File: src/rtl/router_pkt_tx_if.sv
// Bundle of the request, upstream byte and router-side signals of router_pkt_tx.
// The master modport is the driving environment; the slave modport is the block.
interface router_pkt_tx_if;
   logic       start;
   logic [1:0] dest;
   logic [5:0] len;
   logic       corrupt;
   logic [7:0] in_data;
   logic       in_valid;
   logic       in_ready;
   logic       busy;
   logic       pkt_valid;
   logic [7:0] data_out;
   logic       tx_active;
   logic       tx_done;
   logic       cfg_err;

   modport master (
      output start, dest, len, corrupt, in_data, in_valid, busy,
      input  in_ready, pkt_valid, data_out, tx_active, tx_done, cfg_err
   );

   modport slave (
      input  start, dest, len, corrupt, in_data, in_valid, busy,
      output in_ready, pkt_valid, data_out, tx_active, tx_done, cfg_err
   );
endinterface

File: src/rtl/router_pkt_tx.sv
// Packet transmitter: buffers a payload of len bytes, then sends header
// {len,dest}, the payload and a parity byte to a router that may stall via busy,
// followed by GAP idle cycles and a tx_done pulse.
module router_pkt_tx #(
   parameter int unsigned GAP = 3
) (
   input logic           clock,
   input logic           resetn,
   router_pkt_tx_if.slave bus
);

   typedef enum logic [2:0] {S_IDLE, S_FILL, S_HDR, S_PLD, S_PAR, S_GAP} state_t;

   // The shared counter also times the gap, so GAP must fit in its 6 bits.
   localparam logic [5:0] GAP_LAST = 6'(GAP - 1);

   state_t     state, state_n;
   logic [5:0] cnt, cnt_n;
   logic [5:0] len_q, len_n;
   logic [1:0] dest_q, dest_n;
   logic       corrupt_q, corrupt_n;
   logic [7:0] par_q, par_n;
   logic       cfg_err_q, cfg_err_n;
   logic       tx_done_q, tx_done_n;
   logic       buf_we;
   logic [7:0] mem [64];

   // Next-state, counter, latch and parity logic; cnt is the fill write index,
   // then the payload read index, then the gap cycle counter.
   always_comb begin
      state_n   = state;
      cnt_n     = cnt;
      len_n     = len_q;
      dest_n    = dest_q;
      corrupt_n = corrupt_q;
      par_n     = par_q;
      cfg_err_n = 1'b0;
      tx_done_n = 1'b0;
      buf_we    = 1'b0;
      case (state)
         S_IDLE: begin
            if (bus.start) begin
               if (bus.dest == 2'd3 || bus.len == 6'd0) begin
                  cfg_err_n = 1'b1;
               end else begin
                  len_n     = bus.len;
                  dest_n    = bus.dest;
                  corrupt_n = bus.corrupt;
                  cnt_n     = '0;
                  par_n     = {bus.len, bus.dest};
                  state_n   = S_FILL;
               end
            end
         end
         S_FILL: begin
            if (bus.in_valid) begin
               buf_we = 1'b1;
               par_n  = par_q ^ bus.in_data;
               if (cnt == len_q - 6'd1) begin
                  cnt_n   = '0;
                  state_n = S_HDR;
               end else begin
                  cnt_n = cnt + 6'd1;
               end
            end
         end
         S_HDR: begin
            if (!bus.busy) state_n = S_PLD;
         end
         S_PLD: begin
            if (!bus.busy) begin
               if (cnt == len_q - 6'd1) begin
                  cnt_n   = '0;
                  state_n = S_PAR;
               end else begin
                  cnt_n = cnt + 6'd1;
               end
            end
         end
         S_PAR: begin
            if (!bus.busy) begin
               cnt_n   = '0;
               state_n = S_GAP;
            end
         end
         S_GAP: begin
            if (cnt == GAP_LAST) begin
               cnt_n     = '0;
               tx_done_n = 1'b1;
               state_n   = S_IDLE;
            end else begin
               cnt_n = cnt + 6'd1;
            end
         end
         default: state_n = S_IDLE;
      endcase
   end

   // State and control registers, cleared asynchronously.
   always_ff @(posedge clock or negedge resetn) begin
      if (!resetn) begin
         state     <= S_IDLE;
         cnt       <= '0;
         len_q     <= '0;
         dest_q    <= '0;
         corrupt_q <= 1'b0;
         par_q     <= '0;
         cfg_err_q <= 1'b0;
         tx_done_q <= 1'b0;
      end else begin
         state     <= state_n;
         cnt       <= cnt_n;
         len_q     <= len_n;
         dest_q    <= dest_n;
         corrupt_q <= corrupt_n;
         par_q     <= par_n;
         cfg_err_q <= cfg_err_n;
         tx_done_q <= tx_done_n;
      end
   end

   // Payload buffer; contents are don't-care across reset.
   always_ff @(posedge clock) begin
      if (buf_we) mem[cnt] <= bus.in_data;
   end

   // Output decode from registered state only, so busy/start/in_* never reach outputs.
   always_comb begin
      bus.data_out = '0;
      case (state)
         S_HDR:   bus.data_out = {len_q, dest_q};
         S_PLD:   bus.data_out = mem[cnt];
         S_PAR:   bus.data_out = par_q ^ {7'b0, corrupt_q};
         default: bus.data_out = '0;
      endcase
   end

   assign bus.pkt_valid = (state == S_HDR) || (state == S_PLD);
   assign bus.in_ready  = (state == S_FILL);
   assign bus.tx_active = (state != S_IDLE);
   assign bus.tx_done   = tx_done_q;
   assign bus.cfg_err   = cfg_err_q;

endmodule

File: src/flat_wrapper.sv
// flat-port wrapper written by rule: the top's interface ports become plain ports
module router_pkt_tx_flat 
#(
   parameter int unsigned GAP = 3
)
  (clock, resetn, bus_start, bus_dest, bus_len, bus_corrupt, bus_in_data, bus_in_valid, bus_busy, bus_in_ready, bus_pkt_valid, bus_data_out, bus_tx_active, bus_tx_done, bus_cfg_err);
  router_pkt_tx_if bus_i ();
  input logic clock;
  input logic resetn;
  input wire logic [$bits(bus_i.start)-1:0] bus_start;
  input wire logic [$bits(bus_i.dest)-1:0] bus_dest;
  input wire logic [$bits(bus_i.len)-1:0] bus_len;
  input wire logic [$bits(bus_i.corrupt)-1:0] bus_corrupt;
  input wire logic [$bits(bus_i.in_data)-1:0] bus_in_data;
  input wire logic [$bits(bus_i.in_valid)-1:0] bus_in_valid;
  input wire logic [$bits(bus_i.busy)-1:0] bus_busy;
  output wire logic [$bits(bus_i.in_ready)-1:0] bus_in_ready;
  output wire logic [$bits(bus_i.pkt_valid)-1:0] bus_pkt_valid;
  output wire logic [$bits(bus_i.data_out)-1:0] bus_data_out;
  output wire logic [$bits(bus_i.tx_active)-1:0] bus_tx_active;
  output wire logic [$bits(bus_i.tx_done)-1:0] bus_tx_done;
  output wire logic [$bits(bus_i.cfg_err)-1:0] bus_cfg_err;
  assign bus_i.start = bus_start;
  assign bus_i.dest = bus_dest;
  assign bus_i.len = bus_len;
  assign bus_i.corrupt = bus_corrupt;
  assign bus_i.in_data = bus_in_data;
  assign bus_i.in_valid = bus_in_valid;
  assign bus_i.busy = bus_busy;
  assign bus_in_ready = bus_i.in_ready;
  assign bus_pkt_valid = bus_i.pkt_valid;
  assign bus_data_out = bus_i.data_out;
  assign bus_tx_active = bus_i.tx_active;
  assign bus_tx_done = bus_i.tx_done;
  assign bus_cfg_err = bus_i.cfg_err;
  router_pkt_tx #(.GAP(GAP)) u_core (.clock(clock), .resetn(resetn), .bus(bus_i));
endmodule
File: config.mk
export PLATFORM = sky130hd
export DESIGN_NAME = router_pkt_tx_flat
export DESIGN_NICKNAME = d
export VERILOG_FILES = /design/src/rtl/router_pkt_tx_if.sv /design/src/rtl/router_pkt_tx.sv /design/src/flat_wrapper.sv
export SDC_FILE = /design/constraint.sdc
export NUM_CORES = 1
export LEC_CHECK = 0
export BUFFER_PORTS_ARGS = -buffer_cell sky130_fd_sc_hd__buf_2
export CAP_MARGIN = 30
export CORE_MARGIN = 3
export CORE_UTILIZATION = 45
export CTS_BUF_LIST = sky130_fd_sc_hd__clkbuf_8
export CTS_CLUSTER_SIZE = 28
export DETAILED_ROUTE_END_ITERATION = 10
export PLACE_DENSITY = 0.62
export SYNTH_ARGS = -nofsm -noshare
export SYNTH_HDL_FRONTEND = slang
export SYNTH_SLANG_ARGS = --single-unit
File: constraint.sdc
create_clock -name clock -period 2.4 [get_ports clock]
set_input_delay 0.12 -clock clock [delete_from_list [all_inputs] [get_ports clock]]
set_output_delay 0.12 -clock clock [all_outputs]
set_load 0.01 [all_outputs]
==> After elaboration in Yosys (flattened, before gate mapping) <==
Memories as Yosys holds them, arrays and structs flattened.
Cells that the tools add are included.
{ "word_totals": {"register_bits": 28, "ramBits": 512, "input_bits": 22, "output_inout_bits": 13, "wordCells": 74, "mem_count": 1} }
{ "memory_table": {"columns": ["name", "words", "width", "rd", "rd_clocked_by_memory_dff", "wr", "line_no", "text"], "rows": [
  ["u_core.mem", 64, 8, 1, 0, 1, "router_pkt_tx.sv:26", "logic [7:0] mem [64];"]
]} }
{ "op_classes": {"n_addsub": 2, "n_eq_ne": 17, "muxes": 32, "bitwise": 3, "n_reduce_logical": 11} }
{ "ops": {"columns": ["operator", "count"], "rows": [
  ["two-way mux 6 bit", 7],
  ["one-hot mux 6 bit (5 select lines)", 1],
  ["two-way mux 3 bit", 9],
  ["two-way mux 8 bit", 3],
  ["one-hot mux 8 bit (3 select lines)", 1],
  ["one-hot mux 3 bit (6 select lines)", 1],
  ["one-hot mux 8 bit (2 select lines)", 1],
  ["!= test 2 bit, second input constant", 6],
  ["two-way mux 1 bit", 9],
  ["AND reduction 9 bit", 1],
  ["XOR 8 x 1 -> 8 bit", 1],
  ["XOR 8 bit", 1],
  ["adder 6 x 1 -> 6 bit, second input constant", 1],
  ["== test 3 x 2 -> 1 bit, second input constant", 2],
  ["== test 3 bit, second input constant", 2],
  ["== test 6 x 2 -> 1 bit, second input constant", 1],
  ["== test 6 bit", 1],
  ["zero test 6 bit", 1],
  ["!= test 2 x 1 -> 1 bit, second input constant", 3],
  ["AND reduction 6 bit", 1],
  ["subtractor 6 x 1 -> 6 bit, second input constant", 1],
  ["nonzero test 5 bit", 1],
  ["AND reduction 4 bit", 1],
  ["== test 3 x 1 -> 1 bit, second input constant", 1],
  ["7 further kinds", 8]
]} }

==> Depth between registers and ports, before layout <==
{ "depth": {"word_depth": 5, "ltp_mapped": 12, "depth_no_buf": 8} }

==> Worst setup path after synthesis <==
OpenSTA, ideal clock, no wires.
{ "synth_timing": {"path_kind": "flip-flop to flip-flop", "startpoint": "register u_core.cnt[0]", "endpoint": "memory u_core.mem[15][0] (enable)", "setup_time_ps": 370, "arrival_ps": 2132, "required_time_ps": 2030, "path_slack_ps": -102, "stages_incl_launch_ff": 9, "n_path_buf": 4, "synth_period_minus_slack_ps": 2502, "cell_sequence": "dfrtp_1 -> buf_4 -> buf_4 -> buf_4 -> buf_4 -> inv_1 -> nor3_1 -> nand3_1 -> nor2_1"} }
{ "synth_lines": {"columns": ["item", "line_no", "text"], "rows": [
  ["start, declared", "router_pkt_tx.sv:18", "logic [5:0] cnt, cnt_n;"],
  ["start signal, assigned", "router_pkt_tx.sv:112", "cnt <= cnt_n;"],
  ["end, declared", "router_pkt_tx.sv:26", null]
]} }
Straight into the memory's write port.

==> Worst setup path in the final report <==
{ "layout_timing": {"startpoint": "register u_core.cnt[0]", "endpoint": "output bus_data_out[0]"} }
{ "layout_between": {"elab_chain_len": 2} }
{ "layout_rtl": {"columns": ["item", "line_no", "text"], "rows": [
  ["memory read (64 x 8 bit)", null, null],
  ["one-hot mux 8 bit (3 select lines)", "router_pkt_tx.sv:130", "case (state)"],
  ["end, declared", "flat_wrapper.sv:19", "output wire logic [$bits(bus_i.data_out)-1:0] bus_data_out;"]
]} }
No other way between the ends.

==> metrics.md <==
| Metric | Value |
|---|---|
| Synth Area per Inst | `15.8 µm²` |
| Maximum clock frequency | `300 MHz` |
| CP endpoint kind | `output pin` |
| Root Driver | `clkbuf_8` |
| CTS tree | `done` |
| Setup_tns | `-6860 ps` |
| Vias | `15300` |
| Multi-input gate area in the final layout | `0.00599 mm²` |
| Worst path bufs/invs | `4` |
| EDFF count, synth | `512` |
| Synth top area cells | `edfxtp_1 71%, a22oi_1 3.4%, dfrtp_1 3.2%, a221oi_1 2.7%, mux2_2 1.8%` |
| Yosys warns | `0` |
| Largest family of logic cells by synthesized area | `compound AO/OA/AOI/OAI gates` |
| Setup slack, reg-to-reg | `70 ps` |
| Netlist cell types | `69` |
| Total wire length | `69.6 mm` |
| Max cap viols | `0` |
| GRT Util Overall | `27.2%` |
| Area grow syn2layout | `30.6%` |
| Synth Instances | `1369` |
| Initial antenna violation count | `3` |
| Mux cell area share after synthesis | `4.64%` |
| Synth Flop Type | `edfxtp_1` |
| Die Wd | `225 µm` |
| RSZ-0062 raised after global routing | `true` |
| Port bufs | `34` |
| First-pass GRT wire length | `100 mm` |
| Gr ovfl total | `0` |
| RR Startpoint | `u_core.cnt[0]` |
| Final period utilization | `139%` |
| Pwr/cell area | `1090 mW/mm²` |
| CP max-delay cell | `dfrtp_4` |
| Layout Cells excl Fill | `2444` |
| CP most frequent cell | `buf_6` |
| Critical path's top delay family | `compound AO/OA/AOI/OAI gates` |
| # IOs | `35` |
| Crit path DAT | `3220 ps` |
| Pre-Repair DR Iteration Count | `7` |
| Clk pwr share | `25.4%` |
| Avg Vias per Cell | `6.24` |
| Peak VDD IR | `0.522 mV` |
| Vias in the first global route | `15000` |
| Worst R2R End | `u_core.mem[2][2]` |
| GP Congestion | `1.02` |
| Worst clock skew | `34.1 ps` |
| Std cell rows | `79` |
| CP Depth | `10` |
| Asr flop ratio synth | `5.19%` |
| Comb power frac | `39.2%` |
| Synth Area in XOR/XNOR | `0.283%` |
| Pint | `20200 µW` |
| Layout cells sized above 1 | `39.5%` |
| Post-Syn Nets | `1394` |
| Crit Path Class | `reg2out` |
| Post-synthesis compound-gate area fraction | `13.2%` |
| Area leader, netlist | `edfxtp_1` |
| Critical Path RT | `2280 ps` |
| Post-layout minimum cycle time | `3340 ps` |
| Count leader, synth | `edfxtp_1` |
| Placed cell areas | `0.0250 mm²` |
| Synth Register Bits | `540` |
| Iter 0 DRT Violations | `2152` |
| Switching Share | `34.2%` |
| FF/Latch Area | `0.0161 mm²` |
| # clock sinks | `540` |
| Clock transition at path regs | `60 ps` |
| Sequential area share after synthesis | `74.2%` |
| Path depth of the worst reg2reg path | `10` |
| Failing checks | `setup timing` |
| Nets | `1794` |
| Slew Limit Headroom | `40.7%` |
| Leakage | `0.00977 µW` |
| Post-synth top cells | `512 x edfxtp_1, 105 x nor2_1, 99 x a22oi_1` |
| Remaining antenna violation count after routing | `0` |
| Fillcell total | `3464` |
| Part of the power in registers | `35.3%` |
| Core Box Area | `0.0471 mm²` |
| Die Height | `225 µm` |
| DP HPWL | `45.7 mm` |
| Synth Area in Adders | `0.173%` |
| Final count of pins violating max slew | `0` |
| Clock tree buffer depth | `3` |
| Num CTS Buffers | `89` |
| Synth top area share | `71.0%` |
| Crit start category | `flip-flop` |
| Final non-filler cell area | `0.0283 mm²` |
| Final WS setup | `-938 ps` |
| P_sw | `10500 µW` |
| Mapped cell area | `0.0217 mm²` |
| Worst-Margin Slew | `889 ps` |
| Area of the die | `0.0508 mm²` |
| CP cell instances | `buf_6 > nor2b_4 > buf_6 > buf_6 > a221oi_4 > nor3_2 > a2111oi_4 > o221ai_2 > o32a_1 > buf_2` |
| Largest net degree at the start of global routing | `48` |
| Simple logic cell fraction of the synthesized area | `5.23%` |
| Crit-path max cell delay | `560 ps` |
| Per-cell routed wire length | `28.5 µm` |
| DRC errors left | `0` |
| Final setup fails | `8` |
| Clock latency on the worst-skew pair | `680 ps` |
| Worst hold path class | `in2async` |
| Starting Density | `46.1%` |
| Htree depth | `3` |
| Endpoints failing hold | `0` |
| Outcome | `finished, violations left` |
| CP Max Fanout | `8` |
| Placed cell count | `2231` |
| Fin util | `60.1%` |
| # diodes | `0` |
worst reg2reg max path: stages (launching register included):
cell,delay [ps]
dfrtp_4,560
buf_4,180
buf_12,130
clkbuf_4,190
buf_4,150
nor2_1,90
buf_4,150
nand2_2,100
buf_4,160
nor2_1,110
buf_4,210
per-layer routing:
layer / global-route usage, % / wire, µm
met5: 0 / 31
met4: 11.3 / 2660
met3: 8.51 / 8200
met2: 41.1 / 31800
met1: 36.8 / 26900
worst max path at each step:
stage / startpoint / end / slack, ps
3_5_place_dp: u_core.cnt[0] / bus_data_out[5] / -690
5_1_grt: u_core.cnt[0] / bus_data_out[0] / -1030
4_1_cts: u_core.cnt[0] / bus_data_out[0] / -960
3_3_place_gp: u_core.cnt[0] / bus_data_out[5] / -670
6_report: u_core.cnt[0] / bus_data_out[0] / -940
2_1_floorplan: u_core.cnt[0] / u_core.mem[15][0] / -100
cell usage in the layout (no fill, tap or decap), drive strengths merged, types with 5 or more instances in the layout:
| cell type | n |
|---|---|
| nor2b | 9 |
| edfxtp | 512 |
| a22o | 19 |
| bufinv | 6 |
| a221o | 14 |
| mux2 | 35 |
| mux2i | 25 |
| o22ai | 29 |
| o2bb2ai | 8 |
| dfrtp | 28 |
| and3 | 6 |
| clkinv | 25 |
| a21oi | 47 |
| inv | 41 |
| nor3 | 33 |
| o221ai | 6 |
| a22oi | 99 |
| a221oi | 68 |
| buf | 390 |
| o21ai | 43 |
| dlygate4sd3 | 21 |
| clkbuf | 92 |
| clkinvlp | 7 |
| nand3 | 18 |
| nor2 | 106 |
| mux4 | 16 |
| a31oi | 7 |
| nand2b | 12 |
| nand2 | 32 |
| nand4 | 5 |
| xor2 | 5 |
timing repair:
item,in CTS,in global routing
buffers inserted,21,17
hold buffers,21,0
resized for setup,102,123
endpoints found under the setup margin,111,63
gates cloned,3,1
pin swaps,25,38
endpoints found under the hold margin,124,0
through the flow:
step	power, µW	hold WS (ps)	setup slack (ps)
3_3_place_gp	20800	194	-675
6_report	30800	30.1	-938
4_1_cts	29900	3.48	-964
2_1_floorplan	15700	-176	-102
5_1_grt	31900	52.4	-1030
3_5_place_dp	20900	205	-689
power by group through the flow:
stage	Combinational (µW)	Clock (µW)	Sequential, µW
global placement	9810	0	11000
CTS	11100	7920	10900
global route	12600	8390	10900
finish	12100	7810	10900
detailed placement	9890	0	11000
floorplan	4750	0	10900
kinds of logic after synthesis:
logic type / after synthesis
XOR/XNOR: 7
adder cells (fa/ha/maj): 3
AND/OR/NAND/NOR: 243
flip-flops: 540
AO/OA/AOI/OAI: 385
buffers and inverters: 115
multiplexers: 76
sequential cells by signal, summed over array words and instances (netlist names):
| name | count |
|---|---|
| u_core.dest_q | 2 |
| u_core.bus.cfg_err | 1 |
| u_core.par_q | 8 |
| u_core.mem | 512 |
| u_core.corrupt_q | 1 |
| u_core.cnt | 6 |
| u_core.len_q | 6 |
| u_core.bus.tx_done | 1 |
| u_core.state | 3 |
area by class of cell:
class                   count  share of cell area, %
inverters                  10                  0.150
clock buffers              90                   4.38
clock inverters            69                   1.66
well taps                 607                   2.68
repair buffers            414                   13.1
flip-flops and latches    540                   56.8
multi-input cells         714                   21.2
Note: power is estimated with default switching activity, not from simulation.
